--- src/rtl/lsu_ctrl.sv ---
// Load/store sequencer between the RV32I memory stage and a req/gnt + rvalid data bus.
// Checks alignment, builds byte enables and lane-replicated store data, extends load data.
module lsu_ctrl #(
  parameter int unsigned TIMEOUT_CYCLES = 255
) (
  input  logic        clk,
  input  logic        rst,
  input  logic        req_valid,
  output logic        req_ready,
  input  logic        req_we,
  input  logic [2:0]  req_op,
  input  logic [31:0] req_addr,
  input  logic [31:0] req_wdata,
  output logic        rsp_valid,
  output logic [31:0] rsp_rdata,
  output logic        rsp_err,
  output logic        mem_req,
  input  logic        mem_gnt,
  output logic [31:0] mem_addr,
  output logic        mem_we,
  output logic [3:0]  mem_be,
  output logic [31:0] mem_wdata,
  input  logic        mem_rvalid,
  input  logic [31:0] mem_rdata,
  input  logic        mem_err
);

  // state | meaning
  // IDLE  | ready for a request
  // ISSUE | mem_req held until mem_gnt
  // WAIT  | waiting for mem_rvalid or timeout
  // RESP  | one-cycle response pulse
  localparam logic [1:0] IDLE  = 2'd0;
  localparam logic [1:0] ISSUE = 2'd1;
  localparam logic [1:0] WAIT  = 2'd2;
  localparam logic [1:0] RESP  = 2'd3;

  localparam int CW = (TIMEOUT_CYCLES < 2) ? 1 : $clog2(TIMEOUT_CYCLES + 1);
  localparam bit TO_EN = (TIMEOUT_CYCLES != 0);
  localparam logic [CW-1:0] TC_LAST = CW'((TIMEOUT_CYCLES == 0) ? 0 : TIMEOUT_CYCLES - 1);

  logic [1:0]    state_q, state_d;
  logic [CW-1:0] cnt_q, cnt_d;
  logic          we_q;
  logic [2:0]    op_q;
  logic [31:0]   addr_q;
  logic [31:0]   wdata_q;
  logic          rsp_valid_q, rsp_valid_d;
  logic [31:0]   rsp_rdata_q, rsp_rdata_d;
  logic          rsp_err_q, rsp_err_d;

  logic          req_illegal;
  logic          req_misaligned;
  logic [3:0]    st_be;
  logic [31:0]   st_wdata;
  logic [31:0]   ld_sh;
  logic [31:0]   ld_data;
  logic          issuing;

  always_comb begin
    if (req_we) req_illegal = (req_op >= 3'b011);
    else        req_illegal = (req_op == 3'b011) || (req_op == 3'b110) || (req_op == 3'b111);
    req_misaligned = ((req_op[1:0] == 2'b01) && req_addr[0]) ||
                     ((req_op[1:0] == 2'b10) && (req_addr[1:0] != 2'b00));
  end

  always_comb begin
    case (op_q[1:0])
      2'b00:   begin st_be = 4'b0001 << addr_q[1:0]; st_wdata = {4{wdata_q[7:0]}};  end
      2'b01:   begin st_be = 4'b0011 << addr_q[1:0]; st_wdata = {2{wdata_q[15:0]}}; end
      default: begin st_be = 4'b1111;                st_wdata = wdata_q;             end
    endcase
  end

  // Load lane select: shift the addressed byte/half down to bit 0 before extending.
  assign ld_sh = mem_rdata >> {addr_q[1:0], 3'b000};

  always_comb begin
    case (op_q)
      3'b000:  ld_data = {{24{ld_sh[7]}}, ld_sh[7:0]};
      3'b100:  ld_data = {24'd0, ld_sh[7:0]};
      3'b001:  ld_data = {{16{ld_sh[15]}}, ld_sh[15:0]};
      3'b101:  ld_data = {16'd0, ld_sh[15:0]};
      default: ld_data = mem_rdata;
    endcase
  end

  always_comb begin
    state_d     = state_q;
    cnt_d       = '0;
    rsp_rdata_d = '0;
    rsp_err_d   = 1'b0;
    case (state_q)
      IDLE: begin
        if (req_valid) begin
          if (req_illegal || req_misaligned) begin
            state_d   = RESP;
            rsp_err_d = 1'b1;
          end else begin
            state_d = ISSUE;
          end
        end
      end
      ISSUE: begin
        if (mem_gnt) state_d = WAIT;
      end
      WAIT: begin
        cnt_d = cnt_q + CW'(1);
        if (mem_rvalid) begin
          state_d     = RESP;
          rsp_err_d   = mem_err;
          rsp_rdata_d = (mem_err || we_q) ? 32'd0 : ld_data;
        end else if (TO_EN && (cnt_q == TC_LAST)) begin
          state_d   = RESP;
          rsp_err_d = 1'b1;
        end
      end
      default: state_d = IDLE;
    endcase
    rsp_valid_d = (state_d == RESP);
  end

  always_ff @(posedge clk) begin
    if (rst) begin
      state_q     <= IDLE;
      cnt_q       <= '0;
      we_q        <= 1'b0;
      op_q        <= '0;
      addr_q      <= '0;
      wdata_q     <= '0;
      rsp_valid_q <= 1'b0;
      rsp_rdata_q <= '0;
      rsp_err_q   <= 1'b0;
    end else begin
      state_q     <= state_d;
      cnt_q       <= cnt_d;
      rsp_valid_q <= rsp_valid_d;
      rsp_rdata_q <= rsp_rdata_d;
      rsp_err_q   <= rsp_err_d;
      if ((state_q == IDLE) && req_valid) begin
        we_q    <= req_we;
        op_q    <= req_op;
        addr_q  <= req_addr;
        wdata_q <= req_wdata;
      end
    end
  end

  assign issuing   = (state_q == ISSUE);
  assign req_ready = (state_q == IDLE) && !rst;
  assign mem_req   = issuing;
  assign mem_addr  = issuing ? {addr_q[31:2], 2'b00} : 32'd0;
  assign mem_we    = issuing && we_q;
  assign mem_be    = issuing ? (we_q ? st_be : 4'b1111) : 4'b0000;
  assign mem_wdata = (issuing && we_q) ? st_wdata : 32'd0;

  assign rsp_valid = rsp_valid_q;
  assign rsp_rdata = rsp_rdata_q;
  assign rsp_err   = rsp_err_q;

endmodule

--- config.mk ---
export PLATFORM = sky130hd
export DESIGN_NAME = lsu_ctrl
export DESIGN_NICKNAME = d
export VERILOG_FILES = /design/src/rtl/lsu_ctrl.sv
export SDC_FILE = /design/constraint.sdc
export NUM_CORES = 1
export LEC_CHECK = 0
export BUFFER_PORTS_ARGS = -buffer_cell sky130_fd_sc_hd__buf_4
export CORE_MARGIN = 2
export CORE_UTILIZATION = 30
export CTS_CLUSTER_SIZE = 12
export DETAILED_ROUTE_END_ITERATION = 6
export PLACE_DENSITY = 0.62
export SLEW_MARGIN = 20
export SYNTH_ARGS = -nofsm -noshare
export SYNTH_HDL_FRONTEND = slang
export SYNTH_SLANG_ARGS = --single-unit
--- constraint.sdc ---
create_clock -name clk -period 3.95 [get_ports clk]
set_input_delay 0.395 -clock clk [delete_from_list [all_inputs] [get_ports clk]]
set_output_delay 0.395 -clock clk [all_outputs]
set_load 0.02 [all_outputs]
After elaboration in Yosys (flattened, before gate mapping)

Index checks and enable logic that the tools add are counted.
W data, S select, Z words.

Register bits after elaboration: 112
Logic and storage cells: 65
Input bits: 106
Output and inout port bits: 105

Multiplexer cells: 19
$lt $le $gt $ge: 1
Add/subtract/negate cells: 1
Shifts and indexed selects: 3
Reductions and logical operators: 17
Equal/unequal tests: 13
Bitwise operators: 2

Operators with widths:

| kind                  | count |
|---|---|
| $pmux W32 S4          | 1 |
| $mux W32              | 2 |
| $pmux W32 S2          | 1 |
| $shr A32 B5 Y16       | 1 |
| $eq A3 B3 Y1 const B  | 4 |
| $mux W2               | 5 |
| $add A8 B1 Y8 const B | 1 |
| $eq A8 B8 Y1 const B  | 1 |
| $mux W4               | 2 |
| $pmux W4 S2           | 1 |
| $eq A2 B1 Y1 const B  | 3 |
| $eq A2 B2 Y1 const B  | 3 |
| $pmux W2 S3           | 1 |
| $logic_and A1 B1 Y1   | 5 |
| $logic_or A1 B1 Y1    | 5 |
| $mux W1               | 5 |
| $logic_not A2 Y1      | 2 |
| $reduce_or A4 Y1      | 1 |
| $shl A1 B2 Y4 const A | 1 |
| $shl A2 B2 Y4 const A | 1 |
| $eq A3 B1 Y1 const B  | 1 |
| $eq A3 B2 Y1 const B  | 1 |
| $ge A3 B2 Y1 const B  | 1 |
| $logic_not A3 Y1      | 1 |
| 5 further kinds       | 6 |

Longest topological paths before layout

Depth in word-level cells: 9
Mapped depth: 7
Depth with buffers taken out: 6

Worst setup path before layout

Ideal clock, no wire load.

Kind: flip-flop to output port
Start point: register op_q[0]
End point: output mem_wdata[26]
Path slack: 1.952 ns
Arrival time: 1.603 ns
Stages on the path, launching flop included: 7
Path buffers: 2
Required time: 3.555 ns
Path through: dfxtp_1 -> buf_1 -> buf_1 -> mux2i_1 -> nor2_1 -> a21oi_1 -> nor2_1

Word-level cells in the longest chain between the ends: 3
Elaborated cells between the ends (all ways): 4
Those cells by class: 1 x eq/ne; 2 x mux; 1 x reduce/logical

Ends and longest elaborated chain:

| item                                             | line | text |
|---|---|---|
| from (decl)                                      | 45   | `logic [2:0] op_q;` |
| from (signal assigned)                           | 142  | `op_q <= req_op;` |
| $eq A2 B1 Y1 or $logic_not A2 Y1 (tied branches) | 68   | `case (op_q[1:0])` |
| $pmux W32 S2 *                                   | 68   |  |
| $mux W32 *                                       | 155  | `assign mem_wdata = (issuing && we_q) ? st_wdata : 32'd0;` |
| to (decl)                                        | 22   | `output logic [31:0] mem_wdata,` |

Every way passes the cells marked *; elsewhere a longest branch is shown, timed or not.

Worst setup path after layout

Start point: register addr_q[0]
End point: output mem_be[2]

Word-level cells in the longest chain between the ends: 4
Elaborated cells between the ends (all ways): 5
Those cells by class: 2 x shift; 3 x mux

Ends and longest elaborated chain:

| item                                           | line   | text |
|---|---|---|
| from (decl)                                    | 46     | `logic [31:0] addr_q;` |
| from (signal assigned)                         | 143    | `addr_q <= req_addr;` |
| $shl A2 B2 Y4 or $shl A1 B2 Y4 (tied branches) | 70, 69 |  |
| $pmux W4 S2 *                                  | 68     |  |
| $mux W4 * (2 in series)                        | 154    | `assign mem_be = issuing ? (we_q ? st_be : 4'b1111) : 4'b0000;` |
| to (decl)                                      | 21     | `output logic [3:0] mem_be,` |

Marks and branches as above.

==> results.cfg <==
[outcome]
run_status = completed

[critical_path]
endpoint_kind = output pin
cp.required_ns = 3.56
reg2reg_setup_slack_ns = 1.42
cp_data_arrival_time_ns = 2.24
worstSetupStartpointType = flop
crit_fanout = 22
crit_type = reg2out
ff2ff_path_depth = 4
r2r_end = rsp_rdata[18]$_SDFF_PP0_
r2r-start = addr_q[0]$_SDFFE_PP0P_

[route]
wl_per_cell_um = 15.1
routed-via-count = 5002
dr.first_iter.drc_count = 332
drcViolationCount = 0
antenna_left = 0
firstDrtPassIters = 5
wl_um = 15900
routed_via_density = 4.75

[die]
initial_core_util_pct = 30.5
dieArea_um2 = 17800
die-width_um = 133
die_h_um = 133
pin_count = 211
core-area_um2 = 16500
row_count = 47

[sta]
worstMarginPinSlew_ns = 1.03
rsz0062_at_grt = false
finalMaxSlewViolations = 0
finalSetupViolCount = 0
fmax_ghz = 0.380
slew-limit-headroom_pct = 31.3
holdWs_ns = 0.246
min_period_over_period_pct = 66.7
timing_hold_violations_final = 0
skew_ns = 0.00598
timing.final.ws_setup_ns = 1.32
period_minus_slack_ns = 2.63
tns_ns = 0

[yosys]
synthArstFlopShare_pct = 0
synth_area_um2 = 5020
yosys.area.top_type_share_pct = 44.6
synth_top_area_cell = dfxtp_1
yosys_warnings = 0
yosys-top-cells-area = dfxtp_1, nand2_1, a21oi_1
synth_cells = 654
synth_edf_count = 0
yosysSeqAreaShare_pct = 44.6
synth_seq_cells = 112
synth_ff_type = dfxtp_1
yosysUniqueCellTypes = 42
syn_avg_cell_area_um2 = 7.68

[placement]
dp_hpwl_um = 11400
numPortBuffers = 208
post-place-ws_ns = 1.29
place_area_um2 = 6700
gp_congestion = 0.816
dpl.cell_count = 1039

[clock_network]
cts-resized-gates = 0
cts_buffers = 9
clock_latency_ns = 0.35
post_cts_buffers = 0
cts_tree = built
cts_max_path_buffers = 2
ctsHoldBuffers = 0
cts_root_buffer = clkbuf_16
clk_pin_slew_ns = 0.07
clock_sinks = 112
cts.htree.levels = 3

[grt]
antenna_found_initial = 0
grt.total_usage_pct = 17.7
grt_max_degree = 73
grt_pass1_wl_um = 24900
grt-ovfl-total = 0
first_global_vias = 4724

[pwr]
power_switching_mw = 0.780
pwr-share-seq_pct = 47.9
p_int_mw = 1.86
p_total_mw = 2.64
powerDensity_nw_per_um2 = 379
p_clk_share_pct = 32.0
leakagePower_nw = 3.09
switching_share_pct = 29.5
ir_worst_vdd_uv = 204
combPwrFrac_pct = 20.1

[layout]
antenna_cells = 0
final_area_um2 = 6970
final_cells = 1054
nets = 938
regArea_um2 = 2240
num-fill-cells = 1774
syn2layout_area_growth_pct = 38.7
drive_gt1_share_pct = 28.4
multiInputGateArea_um2 = 2570
post-route-util_pct = 42.3

[worst_hold_path]
holdPathEnd = state_q[0]$_SDFF_PP0_
hp-start = mem_gnt
hold_class = in2reg
whs_path_depth = 2

[run]
max-cap-violations = 0
## logic make-up after synthesis
| group | synth area share, % |
|---|---|
| XOR/XNOR | 0.698 |
| other | 0.0747 |
| multiplexers | 5.88 |
| adder cells (fa/ha/maj) | 0.498 |
| buffers and inverters | 4.46 |
| AO/OA/AOI/OAI | 19.3 |
| flip-flops | 44.6 |
| AND/OR/NAND/NOR | 24.5 |
## worst max-delay path: stages, from the launching register on
cell,delay [ns]
dfxtp_1,0.77
nor2b_1,0.59
nand2_1,0.10
a31oi_1,0.24
buf_4,0.18
## power by group through the flow
stage / Combinational [mW] / Sequential (mW) / Clock [mW]
6_report: 0.531 / 1.27 / 0.845
4_1_cts: 0.537 / 1.27 / 0.881
5_1_grt: 0.591 / 1.28 / 0.921
3_5_place_dp: 0.535 / 1.29 / 0
2_1_floorplan: 0.330 / 1.27 / 0
3_3_place_gp: 0.533 / 1.29 / 0
## cells in the final DEF (no fill, tap or decap), types with 2 or more instances in the layout
cell type	synthesis	routed
mux2i_1	25	25
nand2_1	170	169
or3_1	2	2
and2_1	31	30
ha_1	2	2
or2_2	2	2
a31oi_1	3	3
conb_1	1	2
a21oi_1	107	107
a22o_1	6	6
inv_1	3	3
a21o_1	16	16
nand3_1	5	5
nor2_1	45	45
dfxtp_1	112	112
and3_1	10	10
o31ai_1	2	2
nand2b_1	5	5
nor2b_1	4	4
clkbuf_16	0	9
buf_4	2	213
xor2_1	3	3
nand3b_1	2	2
mux2_2	2	2
o21ai_0	33	33
clkbuf_1	36	3
## metal layers
metal / wire (um) / vias up / global-route usage [%]
met5: 0 / - / 0
met4: 175 / 0 / 4.43
met3: 1400 / 12 / 6.85
met2: 7380 / 186 / 27.9
met1: 6940 / 2286 / 22.7
li1: - / 2518 / -
## sequential cells by signal (all words and copies together) (netlist names)
register	flops
op_q	3
rsp_err	1
we_q	1
wdata_q	32
addr_q	32
cnt_q	8
rsp_rdata	32
rsp_valid	1
state_q	2
## worst max-delay path by stage
stage / from / to / cells after the start
2_1_floorplan: op_q[0]$_SDFFE_PP0P_ / mem_wdata[26] / 6
3_3_place_gp: rst / rsp_rdata[28]$_SDFF_PP0_ / 5
3_5_place_dp: rst / rsp_rdata[25]$_SDFF_PP0_ / 5
4_1_cts: addr_q[0]$_SDFFE_PP0P_ / mem_be[2] / 4
5_1_grt: addr_q[1]$_SDFFE_PP0P_ / mem_be[0] / 4
6_report: addr_q[0]$_SDFFE_PP0P_ / mem_be[2] / 4
## layout make-up
| type | count | area share, % |
|---|---|---|
| Clock buffer | 13 | 3.59 |
| Tap cell | 220 | 3.95 |
| Sequential cell | 112 | 32.2 |
| Timing Repair Buffer | 213 | 22.9 |
| Inverter | 4 | 0.215 |
| Clock inverter | 2 | 0.233 |
| Multi-Input combinational cell | 490 | 36.9 |
## cell usage after synthesis (3+ instances only)
cell        n
nand2b_1    5
inv_1       3
xor2_1      3
a22o_1      6
buf_1       7
nor2_1     45
dfxtp_1   112
and3_1     10
nand3_1     5
nand2_1   170
a31oi_1     3
a21o_1     16
a21oi_1   107
nor2b_1     4
mux2i_1    25
o21ai_0    33
clkbuf_1   36
and2_1     31
Power figures use the tool's default switching activity.
